<file path="config.mk">
export PLATFORM = sky130hd
export DESIGN_NAME = uart_frame_tx_flat
export DESIGN_NICKNAME = d
export VERILOG_FILES = /design/src/rtl/uart_frame_tx_if.sv /design/src/rtl/uart_frame_tx.sv /design/src/flat_wrapper.sv
export SDC_FILE = /design/constraint.sdc
export NUM_CORES = 1
export LEC_CHECK = 0
export CORE_ASPECT_RATIO = 0.9
export CORE_UTILIZATION = 55
export CTS_CLUSTER_DIAMETER = 80
export DETAILED_ROUTE_END_ITERATION = 10
export PLACE_DENSITY = 0.78
export SLEW_MARGIN = 20
export SYNTH_ARGS = -nofsm -noshare
export SYNTH_HDL_FRONTEND = slang
export SYNTH_SLANG_ARGS = --single-unit
</file>
<file path="constraint.sdc">
create_clock -name clk -period 3.81 [get_ports clk]
set_input_delay 0.762 -clock clk [delete_from_list [all_inputs] [get_ports clk]]
set_output_delay 0.762 -clock clk [all_outputs]
set_load 0.01 [all_outputs]
</file>
<file path="src/rtl/uart_frame_tx_if.sv">
// ---------------------------------------------------------------------------
// uart_frame_tx_if
// Bundles the signals of the response-frame transmitter. It carries two groups:
// the frame-producer side (payload buffer writes, send/resend, status pulses)
// and the byte-level handshake with the UART TX serializer.
//
// Modports
//   master : the environment around the transmitter. It drives the producer
//            inputs and the UART engine's tx_busy/tx_done.
//   slave  : the transmitter itself.
//
// Signals
//   wr_en, wr_addr, wr_data   payload buffer write port
//   send, cmd, len            start a new frame
//   resend                    replay the last accepted frame
//   tx_data, tx_start         byte handed to the UART TX engine
//   tx_busy, tx_done          UART TX engine status
//   busy, frame_done, err     frame status toward the producer
// ---------------------------------------------------------------------------
interface uart_frame_tx_if #(
    parameter int MAX_N = 8
);
    localparam int AW = (MAX_N > 1) ? $clog2(MAX_N) : 1;
    localparam int LW = $clog2(MAX_N + 1);

    logic          wr_en;
    logic [AW-1:0] wr_addr;
    logic [7:0]    wr_data;
    logic          send;
    logic [7:0]    cmd;
    logic [LW-1:0] len;
    logic          resend;
    logic [7:0]    tx_data;
    logic          tx_start;
    logic          tx_busy;
    logic          tx_done;
    logic          busy;
    logic          frame_done;
    logic          err;

    modport master (
        output wr_en, wr_addr, wr_data, send, cmd, len, resend, tx_busy, tx_done,
        input  tx_data, tx_start, busy, frame_done, err
    );

    modport slave (
        input  wr_en, wr_addr, wr_data, send, cmd, len, resend, tx_busy, tx_done,
        output tx_data, tx_start, busy, frame_done, err
    );
endinterface

</file>
<file path="src/rtl/uart_frame_tx.sv">
// ---------------------------------------------------------------------------
// uart_frame_tx
// Response-frame transmitter for the FE/L/CMD/payload/EF UART command protocol.
// It serializes one frame byte by byte into the UART TX byte engine:
//   SOF, L (= len + 2), CMD, len payload bytes, EOF.
// The last accepted frame (cmd, len and payload buffer) is retained, so a
// resend request replays it unchanged.
//
// Ports
//   clk   system clock, all logic on the rising edge
//   rst   synchronous reset, active high
//   bus   uart_frame_tx_if.slave (see the interface file for the signal list)
//
// The MAX_N of the connected interface instance must equal this module's
// MAX_N, because the interface sets the wr_addr and len widths.
// ---------------------------------------------------------------------------
module uart_frame_tx #(
    parameter int         MAX_N    = 8,
    parameter logic [7:0] SOF_BYTE = 8'hFE,
    parameter logic [7:0] EOF_BYTE = 8'hEF
) (
    input  logic           clk,
    input  logic           rst,
    uart_frame_tx_if.slave bus
);
    localparam int AW = (MAX_N > 1) ? $clog2(MAX_N) : 1;
    localparam int LW = $clog2(MAX_N + 1);

    typedef enum logic [2:0] {
        S_IDLE,
        S_SOF,
        S_LEN,
        S_CMD,
        S_DATA,
        S_EOF
    } state_t;

    // Every byte-sending state first issues its byte (ISSUE) and then waits
    // for the UART engine to finish shifting it out (WAIT).
    typedef enum logic {
        PH_ISSUE,
        PH_WAIT
    } phase_t;

    state_t        state_q, state_d;
    phase_t        phase_q, phase_d;
    logic [LW-1:0] idx_q, idx_d;
    logic [7:0]    cmd_q;
    logic [LW-1:0] len_q;
    logic          valid_q;
    logic [7:0]    buf_mem [MAX_N];

    logic [7:0]    tx_data_q, tx_data_d;
    logic          tx_start_q, tx_start_d;
    logic          busy_q, busy_d;
    logic          frame_done_q, frame_done_d;
    logic          err_q, err_d;

    logic          len_ok;
    logic          start_new;
    logic          start_replay;
    logic          reject;
    logic          last_data;
    logic          issue_now;
    logic [7:0]    byte_cur;

    // Accept decisions happen only in IDLE. send takes priority over resend,
    // and an oversized send is rejected without touching the stored frame.
    assign len_ok       = (bus.len <= LW'(MAX_N));
    assign start_new    = (state_q == S_IDLE) && bus.send && len_ok;
    assign reject       = (state_q == S_IDLE) && bus.send && !len_ok;
    assign start_replay = (state_q == S_IDLE) && !bus.send && bus.resend && valid_q;

    assign last_data = ((idx_q + LW'(1)) == len_q);
    assign issue_now = (state_q != S_IDLE) && (phase_q == PH_ISSUE) && !bus.tx_busy;

    // Payload buffer. It is frozen while a frame is in flight, so a replay
    // sends exactly what the original frame sent. It is deliberately not reset.
    always_ff @(posedge clk) begin
        if (bus.wr_en && (state_q == S_IDLE) && (int'(bus.wr_addr) < MAX_N)) begin
            buf_mem[bus.wr_addr] <= bus.wr_data;
        end
    end

    // State register, latched frame descriptor and registered outputs.
    always_ff @(posedge clk) begin
        if (rst) begin
            state_q      <= S_IDLE;
            phase_q      <= PH_ISSUE;
            idx_q        <= '0;
            cmd_q        <= '0;
            len_q        <= '0;
            valid_q      <= 1'b0;
            tx_data_q    <= '0;
            tx_start_q   <= 1'b0;
            busy_q       <= 1'b0;
            frame_done_q <= 1'b0;
            err_q        <= 1'b0;
        end else begin
            state_q      <= state_d;
            phase_q      <= phase_d;
            idx_q        <= idx_d;
            tx_data_q    <= tx_data_d;
            tx_start_q   <= tx_start_d;
            busy_q       <= busy_d;
            frame_done_q <= frame_done_d;
            err_q        <= err_d;
            if (start_new) begin
                cmd_q   <= bus.cmd;
                len_q   <= bus.len;
                valid_q <= 1'b1;
            end
        end
    end

    // Next-state logic. A tx_done that arrives during ISSUE is ignored,
    // because the byte of the current state has not been handed over yet.
    always_comb begin
        state_d = state_q;
        phase_d = phase_q;
        idx_d   = idx_q;
        if (state_q == S_IDLE) begin
            if (start_new || start_replay) begin
                state_d = S_SOF;
                phase_d = PH_ISSUE;
                idx_d   = '0;
            end
        end else if (phase_q == PH_ISSUE) begin
            if (!bus.tx_busy) begin
                phase_d = PH_WAIT;
            end
        end else if (bus.tx_done) begin
            phase_d = PH_ISSUE;
            case (state_q)
                S_SOF:   state_d = S_LEN;
                S_LEN:   state_d = S_CMD;
                S_CMD:   state_d = (len_q == '0) ? S_EOF : S_DATA;
                S_DATA: begin
                    if (last_data) begin
                        state_d = S_EOF;
                    end else begin
                        idx_d = idx_q + LW'(1);
                    end
                end
                default: state_d = S_IDLE;
            endcase
        end
    end

    // Output logic: computes the next values of the registered outputs.
    // tx_data is held between issues, so it stays stable until tx_done arrives.
    always_comb begin
        byte_cur = '0;
        case (state_q)
            S_SOF:   byte_cur = SOF_BYTE;
            S_LEN:   byte_cur = 8'(len_q) + 8'd2;
            S_CMD:   byte_cur = cmd_q;
            S_DATA:  byte_cur = buf_mem[idx_q[AW-1:0]];
            S_EOF:   byte_cur = EOF_BYTE;
            default: byte_cur = '0;
        endcase

        tx_data_d    = tx_data_q;
        tx_start_d   = 1'b0;
        frame_done_d = 1'b0;
        err_d        = reject;
        busy_d       = (state_d != S_IDLE);
        if (issue_now) begin
            tx_start_d = 1'b1;
            tx_data_d  = byte_cur;
        end
        if ((state_q == S_EOF) && (phase_q == PH_WAIT) && bus.tx_done) begin
            frame_done_d = 1'b1;
        end
    end

    assign bus.tx_data    = tx_data_q;
    assign bus.tx_start   = tx_start_q;
    assign bus.busy       = busy_q;
    assign bus.frame_done = frame_done_q;
    assign bus.err        = err_q;

endmodule

</file>
<file path="src/flat_wrapper.sv">
// flat-port wrapper written by rule: the top's interface ports become plain ports
module uart_frame_tx_flat 
#(
    parameter int         MAX_N    = 8,
    parameter logic [7:0] SOF_BYTE = 8'hFE,
    parameter logic [7:0] EOF_BYTE = 8'hEF
)
  (clk, rst, bus_wr_en, bus_wr_addr, bus_wr_data, bus_send, bus_cmd, bus_len, bus_resend, bus_tx_busy, bus_tx_done, bus_tx_data, bus_tx_start, bus_busy, bus_frame_done, bus_err);
  uart_frame_tx_if #(.MAX_N(MAX_N)) bus_i ();
  input  logic clk;
  input  logic rst;
  input wire logic [$bits(bus_i.wr_en)-1:0] bus_wr_en;
  input wire logic [$bits(bus_i.wr_addr)-1:0] bus_wr_addr;
  input wire logic [$bits(bus_i.wr_data)-1:0] bus_wr_data;
  input wire logic [$bits(bus_i.send)-1:0] bus_send;
  input wire logic [$bits(bus_i.cmd)-1:0] bus_cmd;
  input wire logic [$bits(bus_i.len)-1:0] bus_len;
  input wire logic [$bits(bus_i.resend)-1:0] bus_resend;
  input wire logic [$bits(bus_i.tx_busy)-1:0] bus_tx_busy;
  input wire logic [$bits(bus_i.tx_done)-1:0] bus_tx_done;
  output wire logic [$bits(bus_i.tx_data)-1:0] bus_tx_data;
  output wire logic [$bits(bus_i.tx_start)-1:0] bus_tx_start;
  output wire logic [$bits(bus_i.busy)-1:0] bus_busy;
  output wire logic [$bits(bus_i.frame_done)-1:0] bus_frame_done;
  output wire logic [$bits(bus_i.err)-1:0] bus_err;
  assign bus_i.wr_en = bus_wr_en;
  assign bus_i.wr_addr = bus_wr_addr;
  assign bus_i.wr_data = bus_wr_data;
  assign bus_i.send = bus_send;
  assign bus_i.cmd = bus_cmd;
  assign bus_i.len = bus_len;
  assign bus_i.resend = bus_resend;
  assign bus_i.tx_busy = bus_tx_busy;
  assign bus_i.tx_done = bus_tx_done;
  assign bus_tx_data = bus_i.tx_data;
  assign bus_tx_start = bus_i.tx_start;
  assign bus_busy = bus_i.busy;
  assign bus_frame_done = bus_i.frame_done;
  assign bus_err = bus_i.err;
  uart_frame_tx #(.MAX_N(MAX_N), .SOF_BYTE(SOF_BYTE), .EOF_BYTE(EOF_BYTE)) u_core (.clk(clk), .rst(rst), .bus(bus_i));
endmodule
</file>
==> results of run 1 <==
==> layout make-up <==
cell class                      instances  area (sq um)  share of cell area
Clock buffer                            9           124              0.0256
Clock inverter                          7          85.1              0.0176
Inverter                                9          33.8             0.00697
Multi-Input combinational cell        181          1400               0.288
Sequential cell                       100          2640               0.545
Tap cell                               93           116              0.0240
Timing Repair Buffer                   46           448              0.0925
==> per-layer routing <==
layer  up-vias  global-route usage  part of all wire
li1       1232                   -                 -
met1      1293               0.313              0.44
met2        77               0.350              0.50
met3         8              0.0525             0.052
met4         0              0.0755             0.010
met5         -                   0                 0
==> worst paths after layout <==
| check | start | endpoint | slack (ns) |
|---|---|---|---|
| worst max-delay path | bus_send | u_core.idx_q[3] | 1.29 |
| worst max register to register | u_core.state_q[0] | u_core.buf_mem[4][7] | 1.43 |
| worst min-delay path | u_core.valid_q | u_core.valid_q | 0.48 |
| worst min register to register | u_core.valid_q | u_core.valid_q | 0.48 |
==> placed cells by master (no fill, tap or decap), drive strengths merged, types with 2 or more instances in the layout <==
cell type and instances:
xnor2 6, a311oi 3, dfxtp 36, clkdlybuf4s50 41, clkinv 2, or4b 2
buf 5, a31oi 2, a21oi 4, nor3 20, and2 2, o21ai 12
nor2 44, nand3b 3, a211oi 6, nand3 2, edfxtp 64, mux2i 19
nand2 9, ha 2, and3 3, nand2b 4, clkbuf 9, nor3b 4
or3 2, mux4 16, inv 13, o2bb2ai 3
==> critical path: cells and delay by family <==
kind                   cells  cell delay [ns]
buffers and inverters      1             0.54
AO/OA/AOI/OAI              2             0.69
AND/OR/NAND/NOR            3             0.78
==> kinds of logic (layout without fill, tap and decap cells) <==
kind of cell,after synthesis,count (layout),share of synthesized area
buffers and inverters,27,71,0.0263
and+or+nand+nor,100,100,0.121
xor gates and xnor gates,7,7,0.0148
AOI/OAI and AO/OA,36,36,0.0591
adders and majority gates,2,2,0.00603
muxes,36,36,0.135
DFF,100,100,0.637
==> power by group through the flow <==
stage | Clock, uW | Sequential, uW | Combinational, uW
after floorplan | 0 | 1220 | 89.2
after global placement | 0 | 1230 | 162
after detailed placement | 0 | 1230 | 167
after CTS | 693 | 1210 | 168
after global routing | 728 | 1210 | 183
final | 678 | 1210 | 167
==> flip-flops by register name, summed over array words and instances, names as in the netlist, 3 cells and up, named ones only <==
| register | flops |
|---|---|
| u_core.buf_mem | 64 |
| u_core.bus.tx_data | 8 |
| u_core.cmd_q | 8 |
| u_core.idx_q | 4 |
| u_core.len_q | 4 |
| u_core.state_q | 3 |
==> through the flow <==
step | utilization | total power (uW)
global route | 0.674 | 2120
global placement | 0.645 | 1390
finish | 0.674 | 2050
CTS | 0.674 | 2070
detailed placement | 0.645 | 1400
floorplan | - | 1310
==> flow_metrics.py, run 1 <==
metrics = {
    "run_status": {
        "status": "completed",
    },
    "floorplanning": {
        "coreArea_sq_um": 7180,
        "start_util": 0.577,
        "die-area_sq_um": 7890,
        "dieHeight_um": 84.4,
        "rows": 29,
        "ios": 42,
        "die_w_um": 93.5,
    },
    "worst_setup_path": {
        "critPathCaptureType": "register",
        "cp_cell_sequence": "clkdlybuf4s50_1 > or4b_1 > a311oi_2 > nor2_2 > and3_1 > a311o_1",
        "required_ns": 4.06,
        "slowest_stage": "clkdlybuf4s50_1",
        "critical_path_peak_fanout": 6,
        "r2r.worst_path.cells": 3,
        "worstSetupStartpointType": "input pin",
        "cpPeakStageDelay_ns": 0.54,
        "crit_arrival_ns": 2.77,
        "crit_type": "input pin to register",
    },
    "clocking": {
        "cts_sinks": 100,
        "clkLatencyLatePin_ns": 0.37,
        "cts_tree": "yes",
        "postCtsHoldBufs": 0,
        "clockBufferDepth": 2,
        "htreeDepth": 3,
        "cts_resized": 0,
        "post_cts_buffers": 0,
        "cts_buffers": 9,
        "clk_pin_slew_ns": 0.10,
        "root_buffer": "clkbuf_8",
    },
    "synthesis": {
        "syn_inst": 308,
        "synth_top_area_share": 0.463,
        "synthTopCellsByArea": "edfxtp_1, dfxtp_1, mux4_2, mux2i_1, nor2_1",
        "yosysWarnings": 0,
        "synth_ff_type": "edfxtp_1",
        "avgSynthCellArea_sq_um": 13.5,
        "syn_nets": 340,
        "yosysSeqAreaShare": 0.637,
        "synth-seq-cells": 100,
        "synth_cell_types": 45,
        "netlist_area_sq_um": 4150,
        "ys_top_cells_by_count": "edfxtp_1, nor2_1, dfxtp_1",
        "synth.most_common_cell": "edfxtp_1",
        "synth_largest_area_cell": "edfxtp_1",
        "async_flop_share": 0,
        "synth_edf_count": 64,
    },
    "pwr": {
        "vdd_drop_max_v": 0.000297,
        "p_int_uw": 1530,
        "clkPwrFrac": 0.331,
        "p_comb_frac": 0.082,
        "p_leak_uw": 0.00160,
        "power_switching_share": 0.252,
        "power_density_nw_per_um2": 423,
        "power_frac_seq": 0.588,
        "p_sw_uw": 517,
    },
    "drt": {
        "routed_wl_um": 8150,
        "dr.pass1.iters": 4,
        "wire_per_inst_um": 18.3,
        "viasPerCell": 5.87,
        "drc": 0,
        "drt_iter0_markers": 207,
        "drt.antenna.violating_nets": 0,
        "vias": 2610,
    },
    "timing": {
        "final.min_clock_period_ns": 2.52,
        "setup_viol": 0,
        "fin_ws_ns": 1.29,
        "slew_headroom": 0.364,
        "finalCritPeriodShare": 0.662,
        "holdWs_ns": 0.483,
        "worstMarginPinSlew_ns": 0.950,
        "clock_skew_ns": 0.0146,
        "hold_violations": 0,
        "drv_slew": 0,
        "grt_setup_unrepaired": "false",
        "fin_tns_setup_ns": 0,
        "fmax_mhz": 396,
    },
    "placement": {
        "placed_area_sq_um": 4640,
        "portBuffers": 41,
        "placed_cells": 429,
        "gp_congestion": 0.848,
        "pre_cts_ws_ns": 0.935,
        "dp_hpwl_um": 5640,
    },
    "cells_and_area": {
        "stdcell_count": 445,
        "area_growth_pct": 16.8,
        "layout.nets": 379,
        "drive_above_1_share": 0.128,
        "antenna_cells": 0,
        "fin_area_sq_um": 4840,
        "fillers": 538,
    },
    "grt": {
        "grt_max_degree": 37,
        "grt_overflow_total": 0,
        "antenna_found_initial": 0,
        "grt_pass1_wl_um": 13000,
        "grt_usage": 0.224,
        "grt_pass1_vias": 2530,
    },
    "worst_hold_path": {
        "whs_path_depth": 2,
        "hp-class": "register to register",
    },
    "run": {
        "cap_violations": 0,
    },
}
Note: power is estimated with default switching activity, not from simulation.
==> run 2, diff against run 1 <==
Settings changed: CORE_UTILIZATION 55 to 51, PLACE_DENSITY 0.78 to 0.76.
Clock period 3.81 ns to 2.27 ns, I/O delays scaled along.
==> run 2 against run 1 <==
  * Clock-buffer cell count did not move
  * First-iteration DRC count fell by 42%
  * Clock power up 67%
  * Setup slack worse by 1.2 ns
  * Critical endpoint unchanged
  * Largest cell class unchanged
==> flow_metrics.py, run 2 (synthesis gave the netlist of run 1 again) <==
metrics = {
    "worst_setup_path": {
        "r2r.worst_path.cells": 5,
        "critPathCaptureType": "register",
        "worstSetupStartpointType": "input pin",
        "crit_arrival_ns": 2.39,
        "reg2reg_to": "u_core.idx_q[2]",
        "required_ns": 2.53,
        "critical_path_peak_fanout": 2,
        "worstReg2RegStart": "u_core.idx_q[0]",
        "rrSetupSlack_ns": 0.23,
        "crit_type": "input pin to register",
    },
    "placement": {
        "portBuffers": 41,
        "placed_area_sq_um": 4850,
        "dp_hpwl_um": 5830,
        "gp_congestion": 0.805,
        "placed_cells": 459,
        "pre_cts_ws_ns": -0.239,
    },
    "grt": {
        "grt_max_degree": 23,
        "grt_pass1_wl_um": 13300,
        "grt_pass1_vias": 2651,
        "grt_overflow_total": 0,
        "antenna_found_initial": 0,
        "grt_usage": 0.209,
    },
    "floorplanning": {
        "die_w_um": 97.0,
        "dieHeight_um": 87.5,
        "rows": 30,
        "die-area_sq_um": 8500,
        "start_util": 0.539,
        "coreArea_sq_um": 7690,
        "ios": 42,
    },
    "timing": {
        "grt_setup_unrepaired": "false",
        "clock_skew_ns": 0.0117,
        "fin_tns_setup_ns": 0,
        "worstMarginPinSlew_ns": 0.538,
        "fmax_mhz": 468,
        "slew_headroom": 0.638,
        "drv_slew": 0,
        "setup_viol": 0,
        "finalCritPeriodShare": 0.941,
        "fin_ws_ns": 0.133,
        "hold_violations": 0,
        "final.min_clock_period_ns": 2.14,
    },
    "cells_and_area": {
        "stdcell_count": 475,
        "largest_reg_flops": 64,
        "area_growth_pct": 22.3,
        "layout_commonest_cell": "edfxtp_1",
        "fin_area_sq_um": 5070,
        "drive_above_1_share": 0.190,
        "layout.nets": 406,
        "antenna_cells": 0,
        "regMostFlops": "u_core.buf_mem",
        "mostFrequentLayoutCells": "edfxtp_1, nor2_1, clkdlybuf4s50_1",
    },
    "clocking": {
        "cts_resized": 0,
        "clockBufferDepth": 2,
        "cts_buffers": 9,
        "post_cts_buffers": 0,
        "htreeDepth": 3,
        "postCtsHoldBufs": 0,
        "root_buffer": "clkbuf_8",
        "cts_tree": "yes",
        "clk_pin_slew_ns": 0.10,
        "clkLatencyLatePin_ns": 0.37,
        "cts_sinks": 100,
    },
    "run": {
        "cap_violations": 0,
    },
    "worst_hold_path": {
        "min_to": "u_core.valid_q",
        "hp-class": "register to register",
        "whs_path_depth": 2,
        "min-delay-start": "u_core.valid_q",
    },
    "pwr": {
        "p_total_uw": 3460,
        "power_frac_seq": 0.582,
        "power_switching_share": 0.249,
        "p_int_uw": 2600,
        "clkPwrFrac": 0.325,
        "p_leak_uw": 0.00175,
        "p_sw_uw": 862,
        "power_density_nw_per_um2": 683,
        "vdd_drop_max_v": 0.000493,
        "p_comb_frac": 0.092,
    },
    "drt": {
        "routed_wl_um": 8290,
        "dr.pass1.iters": 5,
        "drc": 0,
        "wire_per_inst_um": 17.4,
        "viasPerCell": 5.66,
        "drt_iter0_markers": 120,
        "drt.antenna.violating_nets": 0,
        "vias": 2688,
    },
    "run_status": {
        "status": "completed",
    },
}
run 2: power by group through the flow:
stage                     registers [uW]  logic, uW  clock network, uW
after floorplan                     2050        150                  0
after global placement              2050        309                  0
after detailed placement            2060        317                  0
after CTS                           2020        320               1160
after global routing                2020        348               1240
final                               2020        319               1130
run 2: cell type report:
class                           count  area [sq um]
Multi-Input combinational cell    181          1400
Timing Repair Buffer               73           663
Sequential cell                   100          2640
Tap cell                           96           120
Clock buffer                        9           124
Fill cell                         562          2620
Clock inverter                      7          93.8
Inverter                            9          33.8
run 2: worst max-delay path by stage:
| stage | start | end | slack, ns | cells after the start |
|---|---|---|---|---|
| global placement | bus_len[1] | u_core.idx_q[3] | -0.18 | 6 |
| floorplan | u_core.state_q[0] | u_core.buf_mem[1][0] | 0.26 | 5 |
| CTS | bus_len[1] | u_core.idx_q[3] | 0.14 | 6 |
| global route | u_core.idx_q[0] | u_core.idx_q[3] | 0.04 | 5 |
| finish | bus_len[1] | u_core.idx_q[3] | 0.13 | 6 |
| detailed placement | bus_len[1] | u_core.idx_q[3] | -0.24 | 6 |
run 2: critical path: stages:
cell and delay, ns:
clkdlybuf4s50_1 0.43, or4b_1 0.58, a311oi_2 0.37, nor2_2 0.07, and3_1 0.19, a311o_1 0.31
run 2: per-stage QoR:
stage,hold WS [ns],util
floorplan,0.426,-
global placement,0.451,0.631
detailed placement,0.457,0.631
CTS,0.474,0.659
global route,0.518,0.659
finish,0.470,0.659
run 2: routing by layer:
metal  routed length (um)  GRT usage  share of wire  vias to the layer above
li1                     -          -              -                     1287
met1                 3690      0.267           0.45                     1333
met2                 4130      0.356           0.50                       56
met3                  337     0.0599          0.041                       12
met4                  126     0.0556          0.015                        0
met5                    0          0              0                        -
==> run 3, diff against run 2 <==
Settings changed: CORE_UTILIZATION 51 to 35, PLACE_DENSITY 0.76 to default.
==> run 3 against run 2 <==
  * Cell count rose by 12%
  * Final area increased by 2.7%
  * Sequential power barely moved
  * Critical path type unchanged
==> flow_metrics.py, run 3 (synthesis gave the netlist of run 1 again) <==
metrics = {
    "pwr": {
        "vdd_drop_max_v": 0.000364,
        "power_switching_share": 0.242,
        "power_frac_seq": 0.517,
        "p_sw_uw": 942,
        "power_density_nw_per_um2": 747,
        "p_leak_uw": 0.00177,
        "p_int_uw": 2950,
        "p_comb_frac": 0.082,
        "clkPwrFrac": 0.401,
    },
    "placement": {
        "portBuffers": 41,
        "placed_cells": 514,
        "dp_hpwl_um": 6000,
        "gp_congestion": 0.779,
    },
    "timing": {
        "worstMarginPinSlew_ns": 0.546,
        "slew_headroom": 0.636,
        "drv_slew": 0,
        "fin_tns_setup_ns": 0,
        "fmax_mhz": 470,
        "setup_viol": 0,
        "hold_violations": 0,
        "final.min_clock_period_ns": 2.13,
        "finalCritPeriodShare": 0.937,
        "grt_setup_unrepaired": "false",
        "holdWs_ns": 0.453,
        "clock_skew_ns": 0.0108,
    },
    "worst_setup_path": {
        "critical_path_peak_fanout": 2,
        "critPathCaptureType": "register",
        "crit_arrival_ns": 2.36,
        "r2r.worst_path.cells": 5,
        "cpPeakStageDelay_ns": 0.57,
        "slowest_stage": "or4b_1",
        "worstSetupStartpointType": "input pin",
        "cp_cell_sequence": "clkdlybuf4s50_1 > or4b_1 > a311oi_2 > nor2_2 > and3_1 > a311o_1",
        "crit_type": "input pin to register",
        "crit_family": "simple AND/OR/NAND/NOR gates",
        "cp_num_buf_inv": 1,
        "required_ns": 2.50,
        "cp.depth": 6,
    },
    "grt": {
        "grt_pass1_vias": 2661,
        "grt_max_degree": 23,
        "grt_pass1_wl_um": 14000,
        "grt_overflow_total": 0,
        "antenna_found_initial": 0,
        "grt_usage": 0.155,
    },
    "clocking": {
        "clockBufferDepth": 2,
        "cts_resized": 0,
        "cts_buffers": 9,
        "cts_tree": "yes",
        "clk_pin_slew_ns": 0.07,
        "postCtsHoldBufs": 0,
        "htreeDepth": 3,
        "clkLatencyLatePin_ns": 0.35,
        "root_buffer": "clkbuf_16",
        "post_cts_buffers": 0,
        "cts_sinks": 100,
    },
    "cells_and_area": {
        "finalCoreUtilization": 0.454,
        "regMostFlops": "u_core.buf_mem",
        "stdcell_count": 530,
        "fillers": 1087,
        "layout_commonest_cell": "edfxtp_1",
        "layout.area.seq_sq_um": 2640,
        "multi_input_area_sq_um": 1400,
        "largest_reg_flops": 64,
        "layout.nets": 401,
        "mostFrequentLayoutCells": "edfxtp_1, nor2_1, clkdlybuf4s50_1",
        "drive_above_1_share": 0.179,
        "antenna_cells": 0,
        "area_growth_pct": 25.7,
    },
    "drt": {
        "viasPerCell": 5.03,
        "dr.pass1.iters": 4,
        "vias": 2664,
        "drc": 0,
        "drt_iter0_markers": 165,
        "wire_per_inst_um": 16.3,
        "routed_wl_um": 8650,
        "drt.antenna.violating_nets": 0,
    },
    "floorplanning": {
        "start_util": 0.361,
        "ios": 42,
        "coreArea_sq_um": 11500,
        "die-area_sq_um": 12300,
        "dieHeight_um": 105,
        "rows": 37,
        "die_w_um": 117,
    },
    "worst_hold_path": {
        "whs_path_depth": 2,
        "hp-class": "register to register",
    },
    "run": {
        "cap_violations": 0,
    },
    "run_status": {
        "status": "completed",
    },
}
run 3: changes by cell type in the layout (fill, tap and decap cells not counted), sizes merged:
cell	change
buf	-5
inv	+1
clkinv	-1
run 3: metal layers:
metal  vias to the layer above  wire length (um)  GRT usage
met3                         7               381     0.0328
met4                         0               100     0.0461
li1                       1282                 -          -
met5                         -                 0          0
met1                      1320              3840      0.212
met2                        55              4330      0.247
run 3: worst min-delay path: stages, from the launching register on:
cell     delay, ns
dfxtp_1       0.32
inv_1         0.05
a21oi_1       0.05
run 3: stage by stage:
| stage | total power, uW | worst slack, ns | instance area (sq um) |
|---|---|---|---|
| after floorplan | 2200 | 0.264 | 4150 |
| after global placement | 2370 | -0.184 | 4890 |
| after detailed placement | 2370 | -0.220 | 4890 |
| after CTS | 3930 | 0.152 | 5210 |
| after global routing | 4030 | 0.0871 | 5210 |
| final | 3890 | 0.142 | 5210 |
run 3: worst paths after layout:
kind	slack [ns]	start	endpoint
min	0.45	u_core.valid_q	u_core.valid_q
max	0.14	bus_len[1]	u_core.idx_q[3]
min reg2reg	0.45	u_core.valid_q	u_core.valid_q
max reg2reg	0.27	u_core.idx_q[0]	u_core.idx_q[2]
run 3: area by class of cell:
| cell class | count | share of cell area |
|---|---|---|
| clock buffers | 9 | 0.0432 |
| flip-flops and latches | 100 | 0.507 |
| multi-input cells | 181 | 0.268 |
| clock inverters | 7 | 0.0180 |
| repair buffers | 68 | 0.120 |
| inverters | 9 | 0.00648 |
| well taps | 156 | 0.0375 |
run 3: power groups by stage:
stage	logic (uW)	clock network, uW	registers (uW)
after floorplan	150	0	2050
after global placement	313	0	2050
after detailed placement	318	0	2050
after CTS	320	1600	2010
after global routing	349	1660	2020
final	317	1560	2010
